<file path="config.mk">
export PLATFORM = sky130hd
export DESIGN_NAME = seq_gen_tx
export DESIGN_NICKNAME = d
export VERILOG_FILES = /design/src/rtl/seq_pkg.sv /design/src/rtl/seq_piso.sv /design/src/rtl/seq_gen_tx.sv
export SDC_FILE = /design/constraint.sdc
export NUM_CORES = 1
export LEC_CHECK = 0
export BUFFER_PORTS_ARGS = -buffer_cell sky130_fd_sc_hd__buf_2
export CAP_MARGIN = 20
export CORE_MARGIN = 5
export CORE_UTILIZATION = 51
export CTS_CLUSTER_SIZE = 12
export DETAILED_ROUTE_END_ITERATION = 10
export GPL_TIMING_DRIVEN = 0
export PLACE_DENSITY = 0.76
export SYNTH_ARGS = -nofsm -noshare
export SYNTH_HDL_FRONTEND = slang
export SYNTH_SLANG_ARGS = --single-unit
</file>
<file path="constraint.sdc">
create_clock -name clk -period 2.1 [get_ports clk]
set_clock_uncertainty 0.05 [all_clocks]
set_input_delay 0.21 -clock clk [delete_from_list [all_inputs] [get_ports clk]]
set_output_delay 0.21 -clock clk [all_outputs]
set_load 0.02 [all_outputs]
</file>
<file path="src/rtl/seq_pkg.sv">
// seq_pkg: state encoding and shared pattern constants for the serial sequence blocks
package seq_pkg;
  typedef enum logic [1:0] {SEQ_IDLE, SEQ_SEND, SEQ_GAP} seq_state_e;
  localparam logic [4:0] SEQ_PAT_10010 = 5'b10010;
endpackage

</file>
<file path="src/rtl/seq_piso.sv">
// seq_piso: parallel-load MSB-first shift register with load/shift enables
module seq_piso #(
  parameter int W = 5
) (
  input  logic         clk,
  input  logic         rst,
  input  logic         load,
  input  logic         shift,
  input  logic [W-1:0] din,
  output logic         msb
);
  logic [W-1:0] sr_q, sr_d;
  always_comb sr_d = load ? din : shift ? {sr_q[W-2:0], 1'b0} : sr_q;
  always_ff @(posedge clk or negedge rst)
    if (!rst) sr_q <= '0;
    else sr_q <= sr_d;
  assign msb = sr_q[W-1];
endmodule

</file>
<file path="src/rtl/seq_gen_tx.sv">
// seq_gen_tx: serial pattern transmitter, MSB first, with repeats and inter-copy gaps
module seq_gen_tx
  import seq_pkg::*;
#(
  parameter int               PAT_W   = 5,
  parameter int               CNT_W   = 4,
  parameter int               GAP_W   = 3,
  parameter logic [PAT_W-1:0] DEF_PAT = SEQ_PAT_10010
) (
  input  logic             clk,
  input  logic             rst,
  input  logic             start,
  input  logic [PAT_W-1:0] pattern,
  input  logic [CNT_W-1:0] repeat_n,
  input  logic [GAP_W-1:0] gap,
  input  logic             abort,
  output logic             data_out,
  output logic             data_vld,
  output logic             busy,
  output logic             done
);
  localparam int BW = $clog2(PAT_W);
  localparam logic [BW-1:0] LAST = BW'(PAT_W - 1);
  seq_state_e       state_q, state_d;
  logic [BW-1:0]    bit_cnt_q, bit_cnt_d;
  logic [CNT_W-1:0] rep_q, rep_d;
  logic [GAP_W-1:0] gap_len_q, gap_len_d, gap_cnt_q, gap_cnt_d;
  logic [PAT_W-1:0] pat_q, pat_d, sel_pat, ld_pat;
  logic             dout_q, dout_d, vld_q, vld_d, busy_q, busy_d, done_q, done_d;
  logic             ld, sh, msb;
  assign sel_pat = (pattern == '0) ? DEF_PAT : pattern;
  assign ld_pat  = (state_q == SEQ_IDLE) ? sel_pat : pat_q;
  // The first bit of each copy goes straight to data_out; the register keeps the rest.
  seq_piso #(.W(PAT_W)) u_piso (
    .clk  (clk),
    .rst  (rst),
    .load (ld),
    .shift(sh),
    .din  ({ld_pat[PAT_W-2:0], 1'b0}),
    .msb  (msb)
  );
  always_comb begin
    state_d   = state_q;
    bit_cnt_d = bit_cnt_q;
    rep_d     = rep_q;
    gap_len_d = gap_len_q;
    gap_cnt_d = gap_cnt_q;
    pat_d     = pat_q;
    dout_d    = 1'b0;
    vld_d     = 1'b0;
    busy_d    = 1'b0;
    done_d    = 1'b0;
    ld        = 1'b0;
    sh        = 1'b0;
    case (state_q)
      SEQ_IDLE: if (start && !abort) begin
        pat_d     = sel_pat;
        rep_d     = repeat_n;
        gap_len_d = gap;
        bit_cnt_d = LAST;
        state_d   = SEQ_SEND;
        ld        = 1'b1;
        dout_d    = sel_pat[PAT_W-1];
        vld_d     = 1'b1;
        busy_d    = 1'b1;
      end
      SEQ_SEND: if (abort) state_d = SEQ_IDLE;
      else if (bit_cnt_q != '0) begin
        bit_cnt_d = bit_cnt_q - 1'b1;
        sh        = 1'b1;
        dout_d    = msb;
        vld_d     = 1'b1;
        busy_d    = 1'b1;
      end else if (rep_q == '0) begin
        state_d = SEQ_IDLE;
        done_d  = 1'b1;
      end else if (gap_len_q == '0) begin
        rep_d     = rep_q - 1'b1;
        bit_cnt_d = LAST;
        ld        = 1'b1;
        dout_d    = pat_q[PAT_W-1];
        vld_d     = 1'b1;
        busy_d    = 1'b1;
      end else begin
        state_d   = SEQ_GAP;
        gap_cnt_d = gap_len_q - 1'b1;
        busy_d    = 1'b1;
      end
      SEQ_GAP: if (abort) state_d = SEQ_IDLE;
      else if (gap_cnt_q == '0) begin
        state_d   = SEQ_SEND;
        rep_d     = rep_q - 1'b1;
        bit_cnt_d = LAST;
        ld        = 1'b1;
        dout_d    = pat_q[PAT_W-1];
        vld_d     = 1'b1;
        busy_d    = 1'b1;
      end else begin
        gap_cnt_d = gap_cnt_q - 1'b1;
        busy_d    = 1'b1;
      end
      default: state_d = SEQ_IDLE;
    endcase
  end
  always_ff @(posedge clk or negedge rst)
    if (!rst) begin
      state_q   <= SEQ_IDLE;
      bit_cnt_q <= '0;
      rep_q     <= '0;
      gap_len_q <= '0;
      gap_cnt_q <= '0;
      pat_q     <= '0;
      dout_q    <= 1'b0;
      vld_q     <= 1'b0;
      busy_q    <= 1'b0;
      done_q    <= 1'b0;
    end else begin
      state_q   <= state_d;
      bit_cnt_q <= bit_cnt_d;
      rep_q     <= rep_d;
      gap_len_q <= gap_len_d;
      gap_cnt_q <= gap_cnt_d;
      pat_q     <= pat_d;
      dout_q    <= dout_d;
      vld_q     <= vld_d;
      busy_q    <= busy_d;
      done_q    <= done_d;
    end
  assign data_out = dout_q;
  assign data_vld = vld_q;
  assign busy     = busy_q;
  assign done     = done_q;
endmodule

</file>
==> metrics.cfg <==
[global_routing]
grt_use_met2=0.3569
antenna_found_initial=0
met1_usage=0.2087
grt.busiest_layer=met2
grt_overflow=0
grt_max_degree=29
groute.usage.overall=0.1886
gr-usage-met3=0.03231
grt_pass1_wl_mm=6.361
grt_pass1_vias=1434

[worst_setup_path]
cp_top_family=simple AND/OR/NAND/NOR gates
critPathMaxFanout=5
path_cells=inv_2 > ha_1 > buf_6 > nor2b_1 > or4_4 > or2_4 > o22a_2
worstSetupPathType=reg -> reg
endpoint_kind=register
cp.arrival_ps=2270
worstPathRequired_ps=2290
max_stage_delay_ps=450
startpoint_type=register
critPathBufInv=2
crit_slowest_cell=or4_4

[synth]
synth_fa_ha_area_frac=0.04622
synth_warnings=0
ys.flop_type=dfrtp_1
yosys.area_share.simple=0.1787
avgSynthCellArea_um2=10.28
post_synth_main_area_contributors=dfrtp_1, mux2i_1, mux2_2
synth_top_cell_area_share=0.4314
yosysTopAreaCell=dfrtp_1
async_reset_ff_frac=1.000
yosysSeqAreaShare=0.4314
synth_cell_types=40
synth_top_family_by_area=simple AND/OR/NAND/NOR gates
ys_ff_latch=28
syn-cell-area_mm2=0.001624
synth_xor_area_frac=0
synth_edf_count=0
synthesis.instances=158
synth_compound_area_frac=0.1533
syn-num-nets=180
muxShareOfSynthArea=0.1518

[power_and_ir_drop]
leakagePower_nw=0.9448
power_w=0.002930
ir_worst_vdd_mv=0.6938
power_density_mw_per_mm2=1450

[sta]
clock.fmax_mhz=481.7
relSlewSlack=0.5801
setup-violations-final=0
fin_crit_ps=2076
finalSetupTns_ps=0
hold_viol_final=0
rsz0062_at_grt=yes
finalCritPeriodShare=0.9885
finalMaxSlewViolations=0
setup_ws_ps=24.05
worstMarginPinSlew_ps=629.9

[clock_tree]
numCtsBuffers=3
clockBufferDepth=2
cts_sinks=28
cts-root-buf=clkbuf_4
cts.clk_slew.worst_paths_ps=150
clock_latency_ps=330
cts_max_level=1
tritoncts=built

[finish]
syn_to_final_growth_pct=24.42
drive_gt1_frac=0.3889
fin_nets=222
fillers=257
num_antenna_cells=0

[floorplan]
initial_utilization=0.5320
die_w_um=66.43
core_mm2=0.003053
ios=20
num_rows=20
dieArea_mm2=0.004413
die_h_um=66.43

[routing]
dr.pass1.iters=4
ant_nets=0
wl_per_cell_um=16.04
drc=0
num_vias=1377
drt-vias-per-instance=5.690
drt_iter0_markers=55
wl_mm=3.881

[placed_design]
pre_cts_ws_ps=-182.4
gp_congestion=0.8549
dp_hpwl_mm=2.604
io_buffers=19

[run_status]
status=completed

[worst_hold_path]
hp-class=in -> reg

[run]
max_cap_viol_count=0

metrics by stage:
stage                 util  instances  hold WS, ps  instance area, um^2
floorplan                -        158       -135.6                 1634
CTS                 0.6430        239        45.60                 1963
global route        0.6619        242        40.29                 2021
global placement    0.5844        221        203.4                 1784
detailed placement  0.5844        221        215.5                 1784
finish              0.6619        242        56.05                 2021
state kept, by name, indices dropped and copies added (netlist names):
name	cells
gap_cnt_q	3
done	1
rep_q	4
state_q	2
pat_q	5
u_piso.sr_q	4
data_out	1
gap_len_q	3
data_vld	1
bit_cnt_q	3
busy	1
final timing paths:
check,from,end,slack (ps),cells after the start
setup / recovery,state_q[1],rep_q[2],20,7
hold / removal,gap[2],gap_len_q[2],60,2
setup reg to reg,state_q[1],rep_q[2],20,7
hold reg to reg,pat_q[4],pat_q[4],430,2
max in group asynchronous,rst,bit_cnt_q[0],1210,2
min in group asynchronous,rst,bit_cnt_q[1],350,2
cells in the mapped netlist, drive strengths merged, types with 3 or more instances:
cell / count
o31ai: 4
o21ai: 4
mux2: 10
nor3: 12
a21oi: 5
nor2: 9
buf: 4
inv: 8
dfrtp: 28
nor2b: 6
mux2i: 13
a31oi: 4
nand2: 12
ha: 6
o21bai: 3
worst register-to-register path, delay by kind of cell (launching register included):
family	cells	cell delay, ps
adder cells (fa/ha/maj)	1	190
buffers and inverters	2	200
flip-flops	1	430
AO/OA/AOI/OAI	1	250
AND/OR/NAND/NOR	3	870
metal layers:
metal / up-vias / part of all wire
met4: 0 / 0.028
met5: - / 0
met1: 675 / 0.40
met3: 14 / 0.030
li1: 653 / -
met2: 35 / 0.54
cell type report:
cell class / count / area, um^2 / share of cell area
multi-input cells: 116 / 924.6 / 0.4576
repair buffers: 38 / 240.2 / 0.1189
plain buffers: 5 / 46.29 / 0.02291
well taps: 44 / 55.05 / 0.02724
flip-flops and latches: 28 / 701.9 / 0.3474
inverters: 8 / 30.03 / 0.01486
clock buffers: 3 / 22.52 / 0.01115
cells in the final DEF (no fill, tap or decap), types with 2 or more instances in the layout:
cell	instances
nor2b_1	6
o31ai_1	3
a21oi_1	4
o21ai_0	4
nor4_1	2
nor2_1	9
o31a_1	2
buf_4	18
dfrtp_1	27
nand2_1	12
or3_4	2
a31oi_1	4
ha_1	4
clkbuf_4	3
buf_6	2
nor3_1	10
inv_2	2
o22a_2	2
mux2_2	9
buf_2	19
nor3_2	2
mux2i_1	13
or4_4	2
inv_1	6
o21bai_1	3
kinds of logic (layout without fill, tap and decap cells):
group,Yosys count,in the layout
flops,28,28
compound gates,33,33
mux,23,23
simple gates,54,54
buf+inv,14,54
fa+ha+maj,6,6
report_power, final:
group / internal, W / switching (W) / total (W)
sequential: 0.000787 / 0.000174 / 0.000962
clock: 0.0000674 / 0.000157 / 0.000224
combinational: 0.000882 / 0.000862 / 0.00174
total: 0.00174 / 0.00119 / 0.00293
timing repair:
action	CTS	global route
buffers inserted	15	3
pin swaps	4	4
hold endpoints to repair	28	0
hold buffers	1	0
setup endpoints to repair	10	15
gates resized for setup	12	10
No activity file was read; power rests on OpenSTA's default activity.
